[src/rtl/jtag_pkg.sv]
// Purpose: shared TAP state encoding and small decode helpers for the JTAG block.
// Latency: none (types and pure functions only).
// Backpressure: none.
package jtag_pkg;

    // IEEE 1149.1 state encoding; values are visible on the tap_state port
    typedef enum logic [3:0] {
        TLR      = 4'hF,
        RTI      = 4'hC,
        SEL_DR   = 4'h7,
        CAP_DR   = 4'h6,
        SH_DR    = 4'h2,
        EX1_DR   = 4'h1,
        PAUSE_DR = 4'h3,
        EX2_DR   = 4'h0,
        UPD_DR   = 4'h5,
        SEL_IR   = 4'h4,
        CAP_IR   = 4'hE,
        SH_IR    = 4'hA,
        EX1_IR   = 4'h9,
        PAUSE_IR = 4'hB,
        EX2_IR   = 4'h8,
        UPD_IR   = 4'hD
    } tap_state_t;

    // States in which TDO is actively shifting data out
    function automatic logic is_shift(input tap_state_t s);
        return (s == SH_IR) || (s == SH_DR);
    endfunction

endpackage

[src/rtl/jtag_sync_edge.sv]
// Purpose: synchronizes an asynchronous pin into the local clock and flags its edges.
// Latency: pin edge -> o_rise/o_fall pulse after SYNC_STAGES+1 clock edges; pulses are 1 cycle wide.
// Backpressure: none; every synchronized edge produces exactly one pulse.
module jtag_sync_edge #(
    parameter int SYNC_STAGES = 2
) (
    input  logic i_clk,
    input  logic i_reset,
    input  logic i_sig,
    output logic o_rise,
    output logic o_fall
);

    logic [SYNC_STAGES-1:0] r_sync;
    logic                   r_prev;
    logic                   r_rise;
    logic                   r_fall;

    // Synchronizer chain, one delayed copy for edge compare, registered edge pulses
    always_ff @(posedge i_clk) begin
        if (i_reset) begin
            r_sync <= '0;
            r_prev <= 1'b0;
            r_rise <= 1'b0;
            r_fall <= 1'b0;
        end else begin
            r_sync <= {r_sync[SYNC_STAGES-2:0], i_sig};
            r_prev <= r_sync[SYNC_STAGES-1];
            r_rise <= r_sync[SYNC_STAGES-1] & ~r_prev;
            r_fall <= ~r_sync[SYNC_STAGES-1] & r_prev;
        end
    end

    assign o_rise = r_rise;
    assign o_fall = r_fall;

endmodule

[src/rtl/tap_ctrl.sv]
// Purpose: IEEE 1149.1 TAP controller; oversamples TCK/TMS in iclk and drives ir/dr strobes.
// Latency: TCK pin edge -> tck_rise/tck_fall and strobes after SYNC_STAGES+1 iclk; state moves one iclk later.
// Backpressure: none; TCK high/low must each last at least SYNC_STAGES+2 iclk periods.
module tap_ctrl
    import jtag_pkg::*;
#(
    parameter int SYNC_STAGES = 2
) (
    input  logic       iclk,
    input  logic       reset,
    input  logic       tck,
    input  logic       tms,
    output logic [3:0] tap_state,
    output logic       tlr,
    output logic       capture_ir,
    output logic       shift_ir,
    output logic       clk_ir,
    output logic       update_ir,
    output logic       capture_dr,
    output logic       shift_dr,
    output logic       clk_dr,
    output logic       update_dr,
    output logic       tdo_oe,
    output logic       tck_rise,
    output logic       tck_fall
);

    logic               w_tck_rise;
    logic               w_tck_fall;
    logic               w_tms;
    logic               w_pulse_en;
    logic [SYNC_STAGES:0] r_tms_sync;
    tap_state_t         r_state;
    tap_state_t         w_next;
    logic               r_tdo_oe;

    jtag_sync_edge #(
        .SYNC_STAGES (SYNC_STAGES)
    ) u_tck_sync (
        .i_clk   (iclk),
        .i_reset (reset),
        .i_sig   (tck),
        .o_rise  (w_tck_rise),
        .o_fall  (w_tck_fall)
    );

    // TMS gets one flop more than the synchronizer so it lines up with the registered tck edge
    always_ff @(posedge iclk) begin
        if (reset) begin
            r_tms_sync <= '0;
        end else begin
            r_tms_sync <= {r_tms_sync[SYNC_STAGES-1:0], tms};
        end
    end

    assign w_tms = r_tms_sync[SYNC_STAGES];

    // Standard 1149.1 next-state function; the IR column mirrors the DR column
    always_comb begin
        w_next = r_state;
        case (r_state)
            TLR:      w_next = w_tms ? TLR      : RTI;
            RTI:      w_next = w_tms ? SEL_DR   : RTI;
            SEL_DR:   w_next = w_tms ? SEL_IR   : CAP_DR;
            CAP_DR:   w_next = w_tms ? EX1_DR   : SH_DR;
            SH_DR:    w_next = w_tms ? EX1_DR   : SH_DR;
            EX1_DR:   w_next = w_tms ? UPD_DR   : PAUSE_DR;
            PAUSE_DR: w_next = w_tms ? EX2_DR   : PAUSE_DR;
            EX2_DR:   w_next = w_tms ? UPD_DR   : SH_DR;
            UPD_DR:   w_next = w_tms ? SEL_DR   : RTI;
            SEL_IR:   w_next = w_tms ? TLR      : CAP_IR;
            CAP_IR:   w_next = w_tms ? EX1_IR   : SH_IR;
            SH_IR:    w_next = w_tms ? EX1_IR   : SH_IR;
            EX1_IR:   w_next = w_tms ? UPD_IR   : PAUSE_IR;
            PAUSE_IR: w_next = w_tms ? EX2_IR   : PAUSE_IR;
            EX2_IR:   w_next = w_tms ? UPD_IR   : SH_IR;
            UPD_IR:   w_next = w_tms ? SEL_DR   : RTI;
            default:  w_next = TLR;
        endcase
    end

    // State advances on tck rise; TDO enable follows the state at tck fall
    always_ff @(posedge iclk) begin
        if (reset) begin
            r_state  <= TLR;
            r_tdo_oe <= 1'b0;
        end else begin
            if (w_tck_rise) begin
                r_state <= w_next;
            end
            if (w_tck_fall) begin
                r_tdo_oe <= is_shift(r_state);
            end
        end
    end

    // A reset raised in a pulse cycle must also kill that cycle's strobes
    assign w_pulse_en = ~reset;

    // Strobes decode the state being left, so the chains shift with the pre-transition state
    assign tap_state  = r_state;
    assign tlr        = (r_state == TLR);
    assign capture_ir = (r_state == CAP_IR);
    assign shift_ir   = (r_state == SH_IR);
    assign capture_dr = (r_state == CAP_DR);
    assign shift_dr   = (r_state == SH_DR);
    assign clk_ir     = w_pulse_en & w_tck_rise & ((r_state == CAP_IR) || (r_state == SH_IR));
    assign clk_dr     = w_pulse_en & w_tck_rise & ((r_state == CAP_DR) || (r_state == SH_DR));
    assign update_ir  = w_pulse_en & w_tck_fall & (r_state == UPD_IR);
    assign update_dr  = w_pulse_en & w_tck_fall & (r_state == UPD_DR);
    assign tck_rise   = w_pulse_en & w_tck_rise;
    assign tck_fall   = w_pulse_en & w_tck_fall;
    assign tdo_oe     = r_tdo_oe;

endmodule

[config.mk]
export PLATFORM = sky130hd
export DESIGN_NAME = tap_ctrl
export DESIGN_NICKNAME = d
export VERILOG_FILES = /design/src/rtl/jtag_pkg.sv /design/src/rtl/jtag_sync_edge.sv /design/src/rtl/tap_ctrl.sv
export SDC_FILE = /design/constraint.sdc
export NUM_CORES = 1
export LEC_CHECK = 0
export ABC_AREA = 1
export BUFFER_PORTS_ARGS = -buffer_cell sky130_fd_sc_hd__buf_2
export CAP_MARGIN = 20
export CELL_PAD_IN_SITES_DETAIL_PLACEMENT = 1
export CELL_PAD_IN_SITES_GLOBAL_PLACEMENT = 1
export CORE_UTILIZATION = 25
export CTS_CLUSTER_SIZE = 8
export DETAILED_ROUTE_END_ITERATION = 8
export GPL_TIMING_DRIVEN = 1
export PLACE_DENSITY = 0.69
export SYNTH_ARGS = -nofsm -noshare
export SYNTH_HDL_FRONTEND = slang
export SYNTH_HIERARCHICAL = 1
export SYNTH_SLANG_ARGS = --single-unit
[constraint.sdc]
create_clock -name iclk -period 3.2 [get_ports iclk]
set_input_delay 0.48 -clock iclk [delete_from_list [all_inputs] [get_ports iclk]]
set_output_delay 0.48 -clock iclk [all_outputs]
set_load 0.02 [all_outputs]
# Word-level counts from Yosys, hierarchy flattened
# Index checks and enable logic that the tools add are counted.
op_classes:
  n_eq_ne: 15
  n_mux: 13
  bitwise: 11
  reduce_logical: 7
ops:
  columns: ["cell", "count"]
  rows:
  - ["$pmux W4 S12", 1]
  - ["$eq A4 B4 Y1 const B", 8]
  - ["$eq A4 B3 Y1 const B", 4]
  - ["$mux W2", 6]
  - ["$mux W3", 4]
  - ["$and A1 B1 Y1", 8]
  - ["$eq A4 B2 Y1 const B", 2]
  - ["$eq A4 B1 Y1 const B", 1]
  - ["$logic_not A4 Y1", 1]
  - ["$mux W4", 1]
  - ["$reduce_or A2 Y1", 2]
  - ["$logic_or A1 B1 Y1", 3]
  - ["$not A1 Y1", 3]
  - ["$reduce_or A3 Y1", 1]
  - ["$mux W1", 1]
totals:
  ff_bits: 13
  input_bits: 4
  output_inout_bits: 16
  elab_cells: 53

# Longest topological paths before layout
depth:
  ltp_word: 3
  depth_mapped: 9
  ltp_nobuf: 8

# By module
# The synthesis kept the hierarchy.
by_module_without_submodules:
  columns: ["mod", "n_inst", "cells_each", "area_each_um2", "seq_area_each_um2"]
  rows:
  - ["tap_ctrl", 1, 95, 550.5, 160.2]
  - ["jtag_sync_edge", 1, 15, 140.1, 100.1]

# Worst setup path before layout
# Ideal clock, no wire load.
synth_path:
  path_type: "register to output"
  startpoint: "register r_state[1] (netlist: tap_state[1])"
  endpoint: "output clk_dr"
  arrival_ps: 1384
  required_ps: 2720
  slack_ps: 1336
  stages_incl_launch_ff: 3
  path_buffers: 0
  cell_sequence: "dfxtp_1 -> nand2_2 -> nor4_1"
synth_between:
  elab_chain_cells: 3
  word_cells_on_any_way: 4
  classes_between: "eq/ne (2); bitwise (1); reduce/logical (1)"
synth_lines:
  columns: ["item", "line", "source"]
  rows:
  - ["from (decl)", "tap_ctrl.sv:33", "tap_state_t r_state;"]
  - ["from (signal assigned)", "tap_ctrl.sv:89", "r_state <= w_next;"]
  - ["$eq A4 B3 Y1 / $eq A4 B2 Y1 (equally long branches)", "tap_ctrl.sv:108", "assign clk_dr = w_pulse_en & w_tck_rise & ((r_state == CAP_DR) || (r_state == SH_DR));"]
  - ["$logic_or A1 B1 Y1 (*)", "tap_ctrl.sv:108", null]
  - ["$and A1 B1 Y1 (*)", "tap_ctrl.sv:108", null]
  - ["to (decl)", "tap_ctrl.sv:21", "output logic clk_dr,"]
# Every way passes the cells marked *; elsewhere a longest branch is shown, timed or not.

# Worst setup path in the final report
# Same ends and word-level chain as after synthesis.

==> impl_metrics.json <==
{
  "io_pins": 20,
  "nets": 135,
  "synth_top_family_by_area": "simple AND/OR/NAND/NOR gates",
  "setup_violations": 0,
  "dp_cells": 156,
  "synth_cells": 110,
  "endpoint_kind": "primary output",
  "finClkSkew_ns": 0.001799,
  "yosys.area_share.adder_pct": 0,
  "fmax_ghz": 0.5223,
  "reg2reg_slack_ns": 1.88,
  "reg2reg_depth": 7,
  "route.detailed.drc": 0,
  "die_area_um2": 2977,
  "clk_pin_slew_ns": 0.07,
  "seq_area_frac_synth_pct": 37.68,
  "synthesis.nets": 114,
  "r2r_end": "tap_state[1]",
  "critPathArrivalTime_ns": 1.43,
  "start_kind": "register",
  "cts_made_buffers": 3,
  "final_max_slew_viol_count": 0,
  "grt_overflow": 0,
  "synth_compound_area_share_pct": 6.522,
  "pwr_density_cell_nw_per_um2": 369.6,
  "hold_violations": 0,
  "ir_drop_v": 0.0001919,
  "grt_setup_unrepaired": "false",
  "hold_class": "reg2reg",
  "placed_area_um2": 799.5,
  "tns_ns": 0,
  "htree_num_levels": 1,
  "diodes": 0,
  "crit_path_max_fanout": 8,
  "grt_pass1_vias": 699,
  "layout_commonest_cell": "nand2_1",
  "area_growth_pct": 19.57,
  "gp_congestion": 0.7703,
  "ys_types": 18,
  "cts_tree": "yes",
  "stdcell_count": 160,
  "postRouteAntennaNets": 0,
  "fin_crit_sh_pct": 59.83,
  "tightest_slew_ns": 0.3491,
  "holdWs_ns": 0.4067,
  "critPathLaunch": "tap_state[1]",
  "ctsLongestPathBuffers": 2,
  "io_buffers": 19,
  "relSlewSlack_pct": 76.70,
  "hpwl_mm": 1.395,
  "holdBufCountCts": 0,
  "required_ns": 2.72,
  "first_iter_violations": 9,
  "synth_xor_area_share_pct": 0,
  "syn-cell-area_um2": 690.7,
  "r2r_start": "tap_state[2]",
  "maxCapViolCount": 0,
  "die_x_um": 54.56,
  "fin_area_um2": 825.8,
  "grt_first_pass_wirelength_mm": 2.849,
  "yosys_warnings": 6,
  "clock_sinks": 13,
  "cts_setup_buffers": 0,
  "clock_latency_ns": 0.26,
  "rows": 18,
  "grt_util_all_layers_pct": 13.14,
  "dr.pass1.iters": 4,
  "wl_per_cell_um": 10.68,
  "muxShareOfSynthArea_pct": 0,
  "die_h_um": 54.56,
  "vias": 705,
  "synth-simple-area-share_pct": 41.49,
  "ctsRootBufferMaster": "clkbuf_4",
  "mostFrequentLayoutCells": "26 x nand2_1, 22 x nor2_1, 19 x buf_2",
  "outcome": "finished, final reports clean",
  "grt_max_degree": 15,
  "cts_resized": 0,
  "power_leakage_nw": 0.4375,
  "power_w": 0.0003052,
  "routed_wl_mm": 1.709,
  "postSynthAreaPerCell_um2": 6.279,
  "coreArea_um2": 2545,
  "vias_per_cell": 4.406,
  "antenna_found_initial": 0,
  "start_util_pct": 27.14,
  "crit_path_end": "clk_dr",
  "drive_above_1_share_pct": 24.62,
  "finalCriticalPeriod_ns": 1.915,
  "path_class": "reg2out",
  "synth.ff_latch_count": 13
}
## power by group
group          leakage, nW  internal (W)  total (W)  switching, W
clock network       0.0150     0.0000482  0.0000960     0.0000479
logic                0.316     0.0000119  0.0000363     0.0000244
registers            0.106      0.000167   0.000173    0.00000590
## stage by stage
step,worst slack (ns),util [%]
after detailed placement,1.535,31.42
after CTS,1.228,32.45
final,1.285,32.45
after global placement,1.565,31.42
after floorplan,1.336,-
after global routing,1.142,32.45
## registers in the layout, indices dropped and copies added, names as in the netlist
register,flops
tap_state,4
r_tms_sync,3
u_tck_sync/r_sync,2
tdo_oe,1
u_tck_sync/o_fall,1
u_tck_sync/o_rise,1
u_tck_sync/r_prev,1
## cell families after synthesis
family,count (synthesis)
AOI/OAI and AO/OA,9
DFF,13
buffers and inverters,23
and+or+nand+nor,65
## synthesized netlist by cell type
library cell  instances  share of area, %
o21ai_0               2               1.4
inv_2                 3               1.6
nor3_1                1              0.72
dfxtp_1              13                38
a21oi_1               6               4.3
nor4_1                2               1.8
nor2_4                1               1.6
o21ai_1               1              0.72
nand4_1               1              0.91
inv_1                17               9.2
nand3_1               6               4.3
buf_6                 1               1.6
nand2_2               5               4.5
nand2_1              26                14
nor2_1               22                12
buf_4                 1               1.1
nand3_2               1               1.4
buf_2                 1              0.72
## layout make-up
cell class                 instances  area, um2
clock buffer                       4      26.28
inverter                          20      75.07
multi-input combinational         74      331.6
fill                             346       1719
tap                               30      37.54
timing repair buffer              19      95.09
sequential                        13      260.3
## critical path, stage by stage (launching register included)
cell and delay [ns]:
dfxtp_1 0.53, nand2_2 0.20, nor4_1 0.22, buf_2 0.21
## worst min-delay path by stage
stage,endpoint,cells after the start,startpoint,slack [ns]
after floorplan,r_tms_sync[1],2,r_tms_sync[0],0.39
after global placement,r_tms_sync[2],2,r_tms_sync[1],0.39
after detailed placement,u_tck_sync/r_sync[1],2,u_tck_sync/r_sync[0],0.40
after CTS,r_tms_sync[0],3,tms,0.41
after global routing,r_tms_sync[0],3,tms,0.41
final,u_tck_sync/r_sync[1],2,u_tck_sync/r_sync[0],0.41
## per-layer routing
| metal | vias to the layer above | routed length (um) | GRT usage [%] |
|---|---|---|---|
| met5 | - | 0 | 0 |
| met3 | 0 | 28 | 0.8333 |
| met4 | 0 | 0 | 5.128 |
| met1 | 322 | 776 | 15.47 |
| met2 | 10 | 904 | 24.39 |
| li1 | 373 | - | - |
Power figures use the tool's default switching activity.
